`src/rtl/mmips_ctrl_pkg.sv`:
```
// Shared definitions for the multicycle MIPS-style control unit:
// FSM state codes, opcode encodings and PC-source select codes.
package mmips_ctrl_pkg;

    typedef enum logic [2:0] {
        ST_FETCH  = 3'd0,
        ST_DECODE = 3'd1,
        ST_EXEC   = 3'd2,
        ST_MEM    = 3'd3,
        ST_WB     = 3'd4
    } state_t;

    localparam logic [3:0] OP_ADD  = 4'b0011;
    localparam logic [3:0] OP_ADDI = 4'b0100;
    localparam logic [3:0] OP_LW   = 4'b0101;
    localparam logic [3:0] OP_SW   = 4'b0110;
    localparam logic [3:0] OP_LUI  = 4'b0111;
    localparam logic [3:0] OP_BR   = 4'b1000;
    localparam logic [3:0] OP_J    = 4'b1001;
    localparam logic [3:0] OP_SLT  = 4'b1010;
    localparam logic [3:0] OP_SLTI = 4'b1011;
    localparam logic [3:0] OP_JR   = 4'b1100;
    localparam logic [3:0] OP_JAL  = 4'b1101;

    localparam logic [1:0] PCSRC_SEQ = 2'b00;
    localparam logic [1:0] PCSRC_BR  = 2'b01;
    localparam logic [1:0] PCSRC_JMP = 2'b10;

    // The defined encodings form one contiguous range, ADD through JAL.
    function automatic logic op_is_defined(input logic [3:0] op);
        return (op >= OP_ADD) && (op <= OP_JAL);
    endfunction

    function automatic logic op_uses_imm(input logic [3:0] op);
        return (op == OP_ADDI) || (op == OP_SLTI);
    endfunction

endpackage

```
`src/rtl/mem_wait_timer.sv`:
```
// Counts cycles spent waiting on a memory handshake; expired flags the
// final permitted cycle so the FSM can abort on that same cycle.
module mem_wait_timer #(
    parameter int TIMEOUT = 16,
    parameter int TW      = 5
) (
    input  logic clk,
    input  logic rst_n,
    input  logic clear,
    input  logic enable,
    output logic expired
);

    logic [TW-1:0] count;

    always_ff @(posedge clk or negedge rst_n) begin
        if (!rst_n) begin
            count <= '0;
        end else if (clear) begin
            count <= '0;
        end else if (enable) begin
            count <= count + TW'(1);
        end
    end

    assign expired = enable && (count == TW'(TIMEOUT - 1));

endmodule

```
`src/rtl/multicycle_control_unit.sv`:
```
// Multicycle control FSM: walks each instruction through FETCH/DECODE/EXEC/
// MEM/WB and emits datapath strobes plus memory request/handshake controls.
module multicycle_control_unit
    import mmips_ctrl_pkg::*;
#(
    parameter int OPW     = 4,
    parameter int TIMEOUT = 16,
    parameter int TW      = 5
) (
    input  logic           clk,
    input  logic           rst_n,
    input  logic [OPW-1:0] opcode,
    input  logic           branch_taken,
    input  logic           mem_ready,
    output logic           mem_req,
    output logic           mem_we,
    output logic           ir_we,
    output logic           pc_we,
    output logic [1:0]     is_jump,
    output logic           alu_op_b,
    output logic           we_reg_mem,
    output logic           illegal_op,
    output logic           mem_err,
    output logic [2:0]     state
);

    state_t     state_q;
    state_t     state_d;
    logic [3:0] opc_q;
    logic       wait_active;
    logic       timer_clear;
    logic       timer_expired;
    logic       illegal_now;

    assign wait_active = (state_q == ST_FETCH) || (state_q == ST_MEM);
    assign timer_clear = !wait_active || mem_ready || timer_expired;

    mem_wait_timer #(
        .TIMEOUT (TIMEOUT),
        .TW      (TW)
    ) u_timer (
        .clk     (clk),
        .rst_n   (rst_n),
        .clear   (timer_clear),
        .enable  (wait_active),
        .expired (timer_expired)
    );

    // Upper opcode bits beyond the 4-bit encoding space must all be zero.
    assign illegal_now = ((opcode >> 4) != '0) || !op_is_defined(opcode[3:0]);

    always_ff @(posedge clk or negedge rst_n) begin
        if (!rst_n) begin
            state_q <= ST_FETCH;
            opc_q   <= '0;
        end else begin
            state_q <= state_d;
            if (state_q == ST_DECODE) begin
                opc_q <= opcode[3:0];
            end
        end
    end

    // Outputs decode from state and latched opcode; only the strobes react
    // to mem_ready/branch_taken within the cycle. mem_req is gated by rst_n
    // so a pending request is dropped the instant reset asserts.
    always_comb begin
        state_d    = ST_FETCH;
        mem_req    = 1'b0;
        mem_we     = 1'b0;
        ir_we      = 1'b0;
        pc_we      = 1'b0;
        is_jump    = PCSRC_SEQ;
        alu_op_b   = 1'b0;
        we_reg_mem = 1'b0;
        illegal_op = 1'b0;
        mem_err    = 1'b0;

        case (state_q)
            ST_FETCH: begin
                mem_req = rst_n;
                state_d = ST_FETCH;
                if (mem_ready) begin
                    ir_we   = 1'b1;
                    state_d = ST_DECODE;
                end else if (timer_expired) begin
                    mem_err = 1'b1;
                end
            end

            ST_DECODE: begin
                if (illegal_now) begin
                    illegal_op = 1'b1;
                    pc_we      = 1'b1;
                    state_d    = ST_FETCH;
                end else begin
                    state_d = ST_EXEC;
                end
            end

            ST_EXEC: begin
                alu_op_b = op_uses_imm(opc_q);
                state_d  = ST_WB;
                case (opc_q)
                    OP_LW, OP_SW: state_d = ST_MEM;
                    OP_BR: begin
                        pc_we   = 1'b1;
                        is_jump = branch_taken ? PCSRC_BR : PCSRC_SEQ;
                        state_d = ST_FETCH;
                    end
                    OP_J, OP_JR: begin
                        pc_we   = 1'b1;
                        is_jump = PCSRC_JMP;
                        state_d = ST_FETCH;
                    end
                    OP_JAL: begin
                        pc_we   = 1'b1;
                        is_jump = PCSRC_JMP;
                        state_d = ST_WB;
                    end
                    default: state_d = ST_WB;
                endcase
            end

            ST_MEM: begin
                mem_req = rst_n;
                mem_we  = rst_n && (opc_q == OP_SW);
                state_d = ST_MEM;
                if (mem_ready) begin
                    if (opc_q == OP_SW) begin
                        pc_we   = 1'b1;
                        state_d = ST_FETCH;
                    end else begin
                        state_d = ST_WB;
                    end
                end else if (timer_expired) begin
                    mem_err = 1'b1;
                    pc_we   = 1'b1;
                    state_d = ST_FETCH;
                end
            end

            ST_WB: begin
                we_reg_mem = 1'b1;
                pc_we      = (opc_q != OP_JAL);
                state_d    = ST_FETCH;
            end

            default: state_d = ST_FETCH;
        endcase
    end

    assign state = state_q;

endmodule

```
`config.mk`:
```
export PLATFORM = sky130hd
export DESIGN_NAME = multicycle_control_unit
export DESIGN_NICKNAME = d
export VERILOG_FILES = /design/src/rtl/mmips_ctrl_pkg.sv /design/src/rtl/mem_wait_timer.sv /design/src/rtl/multicycle_control_unit.sv
export SDC_FILE = /design/constraint.sdc
export NUM_CORES = 1
export LEC_CHECK = 0
export CAP_MARGIN = 5
export CORE_MARGIN = 2
export CORE_UTILIZATION = 50
export CTS_BUF_LIST = sky130_fd_sc_hd__clkbuf_8
export DETAILED_ROUTE_END_ITERATION = 8
export PLACE_DENSITY = 0.81
export SLEW_MARGIN = 30
export SYNTH_ARGS = -nofsm -noshare
export SYNTH_HDL_FRONTEND = slang
export SYNTH_HIERARCHICAL = 1
export SYNTH_SLANG_ARGS = --single-unit
export TNS_END_PERCENT = 50
```
`constraint.sdc`:
```
create_clock -name clk -period 2.2 [get_ports clk]
set_input_delay 0.66 -clock clk [delete_from_list [all_inputs] [get_ports clk]]
set_output_delay 0.66 -clock clk [all_outputs]
set_load 0.005 [all_outputs]
```
# Word level (Yosys, flattened, before mapping)
# Cells that the tools add are included.
# W data, S select, Z words.
# op_classes
n_reduce_logical	15
n_mux	27
n_eq_ne	14
order_cmp	2
add_sub_neg	1
# ops
op	n
$eq A4 B4 Y1 const B	5
$mux W1	16
$eq A4 B3 Y1 const B	3
$pmux W3 S4	1
$mux W5	2
$eq A3 B2 Y1 const B	2
$mux W2	3
$mux W3	2
$pmux W3 S2	1
$reduce_or A3 Y1	2
$add A5 B1 Y5 const B	1
$eq A5 B4 Y1 const B	1
$ge A4 B2 Y1 const B	1
$le A4 B4 Y1 const B	1
$logic_or A1 B1 Y1	4
$ne A4 B4 Y1 const B	1
$pmux W1 S4	1
$pmux W2 S2	1
$reduce_or A2 Y1	2
$reduce_or A4 Y1	1
$eq A3 B1 Y1 const B	1
$eq A3 B3 Y1 const B	1
$logic_and A1 B1 Y1	3
$logic_not A3 Y1	1
other kinds (2)	2
# word_totals
out_inout_bits	13
reg_bits	12
inputBits	8

# Logic depth before layout (Yosys ltp)
# Gate-level depths: netlist of the first run.
# logic_depth
depth_word	6
ltp_mapped	9
depth_no_buf	8

# Hierarchy
# Netlist of the first run, hierarchy kept.
# modules_own_cells
mod	area_per_inst_um2	n_inst	cells_per_inst	seq_area_each_um2
multicycle_control_unit	561.8	1	60	175.2
mem_wait_timer	285.3	1	24	125.1

# Worst setup path before layout of the first run
# OpenSTA, ideal clock, no wires.
# synth_timing
path_type	reg-to-output
from	register state_q[1] (netlist: state[1])
to	output port pc_we
arrival_ns	1.408
slack_ns	0.132
path_stages_with_launch	8
cell_sequence	dfrtp_1 > buf_6 > xor2_1 > nor2_1 > buf_6 > and2_1 > mux2i_1 > o2111ai_1
# synth_via
elab_chain_cells	6
# synth_lines
element	line_no	source
start: declaration	multicycle_control_unit.sv:27	state_t state_q;
start signal: assignment	multicycle_control_unit.sv:57	state_q <= state_d;
$eq A3 B2 Y1 or $logic_not A3 Y1 (tied branches)	multicycle_control_unit.sv:35	assign wait_active = (state_q == ST_FETCH) || (state_q == ST_MEM);
$logic_or A1 B1 Y1 (*)	multicycle_control_unit.sv:35	
named net wait_active	multicycle_control_unit.sv:30	logic wait_active;
$logic_and A1 B1 Y1 (*)	mem_wait_timer.sv:26	assign expired = enable && (count == TW'(TIMEOUT - 1));
named net timer_expired	multicycle_control_unit.sv:32	logic timer_expired;
$mux W1 (*)	multicycle_control_unit.sv:136	end else if (timer_expired) begin
$mux W1 (*)	multicycle_control_unit.sv:129	if (mem_ready) begin
$pmux W1 S4 (*)	multicycle_control_unit.sv:79	case (state_q)
end: declaration	multicycle_control_unit.sv:18	output logic pc_we,
# Mark *: on every way through the listed nets, which the timed path passes. The rest lies on a longest branch.

# Worst setup path in the final report of the first run
# layout_timing
from	register u_timer.count[1]
to	output port pc_we
# layout_via
elab_chain_cells	5
# layout_lines
element	line_no	source
start: declaration	mem_wait_timer.sv:14	logic [TW-1:0] count;
start signal: assignment	mem_wait_timer.sv:22	count <= count + TW'(1);
$eq A5 B4 Y1	mem_wait_timer.sv:26	
$logic_and A1 B1 Y1	mem_wait_timer.sv:26	
named net timer_expired	multicycle_control_unit.sv:32	
$mux W1	multicycle_control_unit.sv:136	
$mux W1	multicycle_control_unit.sv:129	
$pmux W1 S4	multicycle_control_unit.sv:79	
# The timed path passes the listed nets, and every way through them passes these cells.

==> flow_metrics.py, run 1 <==
metrics = {
    "route": {
        "post_drt_wl_per_cell_um": 24.9,
        "viasPerCell": 6.45,
        "ant_nets": 0,
        "drt_wl_total_mm": 3.98,
        "via_count": 1032,
        "drt_iter0_drc": 40,
        "drtPass1Iterations": 4,
        "drc": 0,
    },
    "sta": {
        "hold_viol_final": 0,
        "max_slew_margin_pct": 65.6,
        "period_share_pct": 109,
        "rsz0062_at_grt": "true",
        "skew_ns": 0.00137,
        "post-route-min-period_ns": 2.41,
        "worst_pin_slew_ns": 0.510,
        "setup_viol": 5,
        "maxSlewViolCount": 0,
        "layout_setup_ws_ns": -0.206,
        "max_freq_mhz": 416,
    },
    "synth": {
        "syn_area_per_cell_um2": 10.1,
        "yosys.area_share.simple_pct": 31.8,
        "synthDistinctLibCells": 40,
        "synth.area.top_cells": "dfrtp_1 (35%), nor2_1 (4.4%), buf_6 (4.0%)",
        "synth-compound-area-share_pct": 11.7,
        "synth-seq-cells": 12,
        "ys_async_sr_fraction_pct": 100,
        "synth_most_common_cell": "dfrtp_1",
        "synth_xor_area_share_pct": 3.10,
        "synth_top_cell_by_area": "dfrtp_1",
        "syn_nets": 94,
        "yosysTopAreaCellShare_pct": 35.5,
        "synth_ff_type": "dfrtp_1",
        "yosysWarnings": 6,
        "synth_common_cells": "dfrtp_1 (12), nor2_1 (10), and3_1 (4), inv_1 (4), nand2_1 (4)",
        "syn-instance-count": 84,
        "synth-edff-count": 0,
        "synth_top_family_by_area": "simple AND/OR/NAND/NOR gates",
        "muxShareOfSynthArea_pct": 8.12,
        "yosysSeqAreaShare_pct": 35.5,
        "syn_area_um2": 847,
        "synthAdderAreaFrac_pct": 2.95,
    },
    "final_layout": {
        "fin_util_pct": 94.6,
        "instances_no_fill": 160,
        "layout-drive-gt1-share_pct": 51.4,
        "num-nets-final": 156,
        "syn_to_final_growth_pct": 72.1,
        "design_area_um2": 1460,
        "antenna_cells": 0,
    },
    "global_routing": {
        "grt_max_degree": 11,
        "grt_pass1_wl_mm": 4.56,
        "grt_pass1_vias": 935,
        "grt_usage_pct": 32.2,
        "overflow": 0,
        "antenna_found_initial": 0,
    },
    "clock_network": {
        "worstSkewPairLatency_ns": 0.23,
        "numCtsBuffers": 3,
        "clockBufferDepth": 2,
        "htree_levels": 1,
        "clkSlewWorstSetupHoldPaths_ns": 0.06,
        "cts_tree": "built",
        "cts.sinks": 12,
        "root_buffer": "clkbuf_8",
    },
    "setup_path": {
        "worstPathArrival_ns": 1.75,
        "crit_type": "reg2out",
        "crit_path_end_kind": "output port",
        "path_delay_family": "flip-flops",
        "start_kind": "flip-flop",
        "path_buf_inv": 1,
        "critPathMaxFanout": 3,
        "worstPathCellList": "ha_2, and3_4, ha_4, and2_4, mux2i_4, o2111ai_2, buf_2",
        "cp.required_ns": 1.54,
        "cpMaxStageDelayCell": "dfrtp_1",
        "max_stage_delay_ns": 0.39,
    },
    "outcome": {
        "status": "complete, but fails checks",
        "violations": "negative setup slack",
    },
    "die": {
        "coreArea_um2": 1540,
        "pin_count": 21,
        "die_width_um": 45.2,
        "rows": 14,
        "die_h_um": 45.2,
        "start_util_pct": 55.0,
        "dieArea_um2": 2040,
    },
    "flow_run": {
        "maxCapViolCount": 0,
    },
    "placed_design": {
        "dp.cells": 139,
        "hpwl_mm": 1.73,
        "dp_slack_ns": -0.695,
        "place_area_um2": 1200,
        "routabilityCongestion": 0.815,
        "io_buffer_count": 20,
    },
    "power_and_ir_drop": {
        "leakage_nw": 0.752,
        "peakVddDrop_mv": 0.738,
        "power.density_nw_per_um2": 1200,
    },
    "hold_path": {
        "hp-class": "in2async",
    },
}
==> state kept, by name (all words and copies together), names as in the netlist <==
signal	cells
u_timer/count	5
opc_q	4
state	3
==> per-stage QoR <==
stage / total power [mW] / hold slack, ns / setup TNS, ns
floorplan: 0.880 / 0.364 / 0
global placement: 1.21 / 0.550 / -2.90
detailed placement: 1.25 / 0.555 / -3.16
CTS: 1.52 / 0.562 / -0.530
global route: 1.80 / 0.581 / -0.600
finish: 1.75 / 0.562 / -0.470
==> per-layer routing <==
layer | up-vias | routed length, um | global-route usage, %
met4 | 0 | 272 | 12.9
met2 | 80 | 1960 | 56.0
met5 | - | 0 | 0
met1 | 501 | 1460 | 38.7
li1 | 423 | - | -
met3 | 28 | 279 | 6.40
==> kinds of logic after synthesis <==
group,Yosys count
flops,12
simple gates,39
fa+ha+maj,2
buf+inv,9
mux,6
compound gates,13
xor+xnor,3
==> report_power, final <==
group | internal, mW | switching (mW) | total [mW] | leakage [nW]
Combinational | 0.576 | 0.601 | 1.18 | 0.575
Clock | 0.121 | 0.0817 | 0.202 | 0.0216
Sequential | 0.300 | 0.0700 | 0.370 | 0.156
Total | 0.997 | 0.753 | 1.75 | 0.752
==> worst register-to-register path: stages (launching register included) <==
cell      delay (ns)
dfrtp_1         0.39
ha_2            0.20
and3_4          0.19
ha_4            0.15
and2_4          0.15
nor2_1          0.23
nand2_1         0.15
buf_4           0.18
a211oi_1        0.21
==> final cells by class <==
class | count | area [um^2]
Sequential cell | 12 | 300
Inverter | 4 | 15.0
Timing Repair Buffer | 62 | 503
Clock buffer | 3 | 41.3
Fill cell | 45 | 83.8
Multi-Input combinational cell | 63 | 578
Tap cell | 16 | 20.0
==> path summary, 6_finish.rpt <==
| kind | endpoint | from | cells after the start | slack (ns) |
|---|---|---|---|---|
| max in group asynchronous | state[0]$_DFF_PN0_ | rst_n | 2 | 1.48 |
| min in group clk | opc_q[2]$_DFFE_PN0N_ | opc_q[2]$_DFFE_PN0N_ | 1 | 0.61 |
| max reg2reg | u_timer/count[4]$_DFFE_PN0P_ | u_timer/count[1]$_DFFE_PN0P_ | 8 | 0.26 |
| min reg2reg | opc_q[2]$_DFFE_PN0N_ | opc_q[2]$_DFFE_PN0N_ | 1 | 0.61 |
| min | state[2]$_DFF_PN0_ | rst_n | 2 | 0.56 |
| max | pc_we | u_timer/count[1]$_DFFE_PN0P_ | 7 | -0.21 |
==> layout by cell type, fill, tap and decap left out, types with 2 or more instances in the layout <==
master | Yosys | layout
buf_6 | 3 | 4
nor2_1 | 10 | 9
and3_4 | 0 | 2
inv_1 | 4 | 4
clkdlybuf4s50_1 | 0 | 4
nor3b_4 | 1 | 2
dfrtp_1 | 12 | 12
buf_2 | 1 | 3
dlygate4sd2_1 | 0 | 6
dlymetal6s2s_1 | 0 | 2
nand2_1 | 4 | 4
a211oi_1 | 3 | 2
nand3b_1 | 3 | 3
buf_4 | 0 | 38
xor2_1 | 2 | 2
clkdlybuf4s15_1 | 0 | 3
clkbuf_8 | 0 | 3
and3_1 | 4 | 2
a21bo_2 | 2 | 2
clkbuf_2 | 1 | 2
mux2_2 | 3 | 3
==> timing repair <==
item / in CTS / in global routing
hold buffers: 0 / 0
endpoints found under the hold margin: 0 / 0
gates resized for setup: 42 / 14
setup buffers: 13 / 6
pin swaps: 7 / 6
endpoints found under the setup margin: 10 / 9
No activity file was read; power rests on OpenSTA's default activity.
==> inputs of run 2 (changes only) <==
CELL_PAD_IN_SITES_DETAIL_PLACEMENT = 2   (was default)
CELL_PAD_IN_SITES_GLOBAL_PLACEMENT = 2   (was default)
CORE_ASPECT_RATIO = 1.5   (was default)
CORE_UTILIZATION = 31   (was 50)
CTS_CLUSTER_SIZE = 10   (was default)
GPL_ROUTABILITY_DRIVEN = 0   (was default)
PLACE_DENSITY = default   (was 0.81)
PLACE_DENSITY_LB_ADDON = 0.1   (was default)
==> run 2 against run 1 <==
Compared with the run above:
- the flow still finishes with violations (negative setup slack)
- routed wire length is 8.9% higher
- non-clock buffer count stayed put
- clock skew is 0.0050 ns higher
- sequential cell count stayed put
- global-route usage is 5.8 points lower
- total power is 9.9% higher
- via count is 10% lower
- clock-buffer cell count stayed put
- critical endpoint unchanged
- highest routed layer unchanged
==> flow_metrics.py, run 2 (synthesis gave the netlist of run 1 again) <==
metrics = {
    "outcome": {
        "status": "complete, but fails checks",
        "violations": "negative setup slack",
    },
    "clock_network": {
        "postCtsHoldBufs": 0,
        "numCtsBuffers": 3,
        "worstSkewPairLatency_ns": 0.24,
        "htree_levels": 1,
        "cts.sinks": 12,
        "clockBufferDepth": 2,
        "root_buffer": "clkbuf_8",
        "cts_tree": "built",
        "clkSlewWorstSetupHoldPaths_ns": 0.06,
    },
    "global_routing": {
        "grt_pass1_wl_mm": 5.53,
        "grt_max_degree": 10,
        "antenna_found_initial": 0,
        "grt_usage_pct": 26.4,
        "grt_pass1_vias": 1017,
        "overflow": 0,
    },
    "final_layout": {
        "final_common_cell": "buf_4",
        "final_cell_mix": "buf_4 (33), dfrtp_1 (12), nor2_1 (9), buf_6 (9), buf_2 (6)",
        "largest_register": "u_timer/count",
        "syn_to_final_growth_pct": 76.7,
        "instances_no_fill": 181,
        "num-nets-final": 156,
        "layout-drive-gt1-share_pct": 54.2,
        "antenna_cells": 0,
        "nFillCells": 265,
        "largest_reg_flops": 5,
    },
    "route": {
        "drc": 0,
        "drtPass1Iterations": 4,
        "post_drt_wl_per_cell_um": 23.9,
        "via_count": 924,
        "drt_wl_total_mm": 4.33,
        "viasPerCell": 5.10,
        "drt_iter0_drc": 14,
        "ant_nets": 0,
    },
    "setup_path": {
        "worstPathArrival_ns": 1.71,
        "r2r_start": "state[0]$_DFF_PN0_",
        "crit_type": "reg2out",
        "r2r-end": "u_timer/count[3]$_DFFE_PN0P_",
        "reg2regPathDepth": 9,
        "crit_path_end_kind": "output port",
        "reg2reg_setup_slack_ns": 0.18,
        "critPathMaxFanout": 3,
        "start_kind": "flip-flop",
        "cp.required_ns": 1.54,
    },
    "sta": {
        "period_share_pct": 108,
        "rsz0062_at_grt": "true",
        "maxSlewViolCount": 0,
        "whs_ns": 0.616,
        "layout_setup_ws_ns": -0.168,
        "hold_viol_final": 0,
        "max_slew_margin_pct": 73.6,
        "worst_pin_slew_ns": 0.391,
        "setup_viol": 5,
        "post-route-min-period_ns": 2.37,
        "skew_ns": 0.00634,
        "max_freq_mhz": 422,
    },
    "die": {
        "dieArea_um2": 3180,
        "die_width_um": 46.7,
        "rows": 23,
        "start_util_pct": 32.0,
        "pin_count": 21,
        "coreArea_um2": 2650,
        "die_h_um": 68.0,
    },
    "power_and_ir_drop": {
        "power.density_nw_per_um2": 1290,
        "peakVddDrop_mv": 0.767,
        "leakage_nw": 0.747,
    },
    "flow_run": {
        "maxCapViolCount": 0,
    },
    "hold_path": {
        "hp-class": "in2async",
    },
    "placed_design": {
        "io_buffer_count": 20,
        "hpwl_mm": 2.12,
        "dp.cells": 161,
    },
}
==> run 2: critical path, cell delays in order (launching register included) <==
cell and delay [ns]:
dfrtp_1 0.39, ha_2 0.21, and3_4 0.16, ha_4 0.14
and2_4 0.15, mux2i_2 0.16, o2111ai_2 0.11, buf_2 0.15
==> run 2: how the worst max path moves through the flow <==
stage | from | end | slack [ns] | cells past startpoint
floorplan | state[1]$_DFF_PN0_ | pc_we | 0.13 | 7
global placement | opcode[1] | pc_we | -0.71 | 5
CTS | state[0]$_DFF_PN0_ | pc_we | -0.24 | 8
detailed placement | opcode[1] | pc_we | -0.78 | 5
global route | u_timer/count[0]$_DFFE_PN0P_ | pc_we | -0.21 | 7
finish | u_timer/count[0]$_DFFE_PN0P_ | pc_we | -0.17 | 7
==> run 2: cell type report <==
cell class	count	area [um^2]	share of cell area, %
multi-input cells	63	581	38.8
repair buffers	62	513	34.3
flip-flops and latches	12	300	20.1
well taps	37	46.3	3.09
clock buffers	3	41.3	2.76
inverters	4	15.0	1.00
==> run 2: what timing repair did <==
item,4_1_cts,5_1_grt
endpoints found under the setup margin,10,10
resized for setup,51,23
pin swaps,8,8
buffers inserted,11,7
==> run 2: layer usage <==
layer	global-route usage, %	vias to the layer above	wire [um]
met5	0	-	0
met4	9.72	0	135
met3	1.85	10	82
met2	52.3	20	2490
met1	27.4	472	1620
li1	-	422	-
==> run 2: metrics by stage <==
step           instance area, um^2  worst slack, ns  TNS [ns]  utilization (%)  power (mW)
4_1_cts                       1420           -0.237    -0.532             53.5        1.67
2_1_floorplan                  847            0.132         0                -       0.880
6_report                      1500           -0.168    -0.228             56.5        1.92
5_1_grt                       1500           -0.213    -0.531             56.5        2.01
3_5_place_dp                  1240           -0.778     -3.38             46.7        1.29
3_3_place_gp                  1240           -0.709     -3.16             46.7        1.24
==> run 2: where the power goes <==
part           total, mW  leakage, nW  switching (mW)  internal (mW)
clock              0.211       0.0216          0.0895          0.121
sequential         0.377        0.156          0.0770          0.300
combinational       1.34        0.570           0.651          0.685
total               1.92        0.747           0.818           1.11
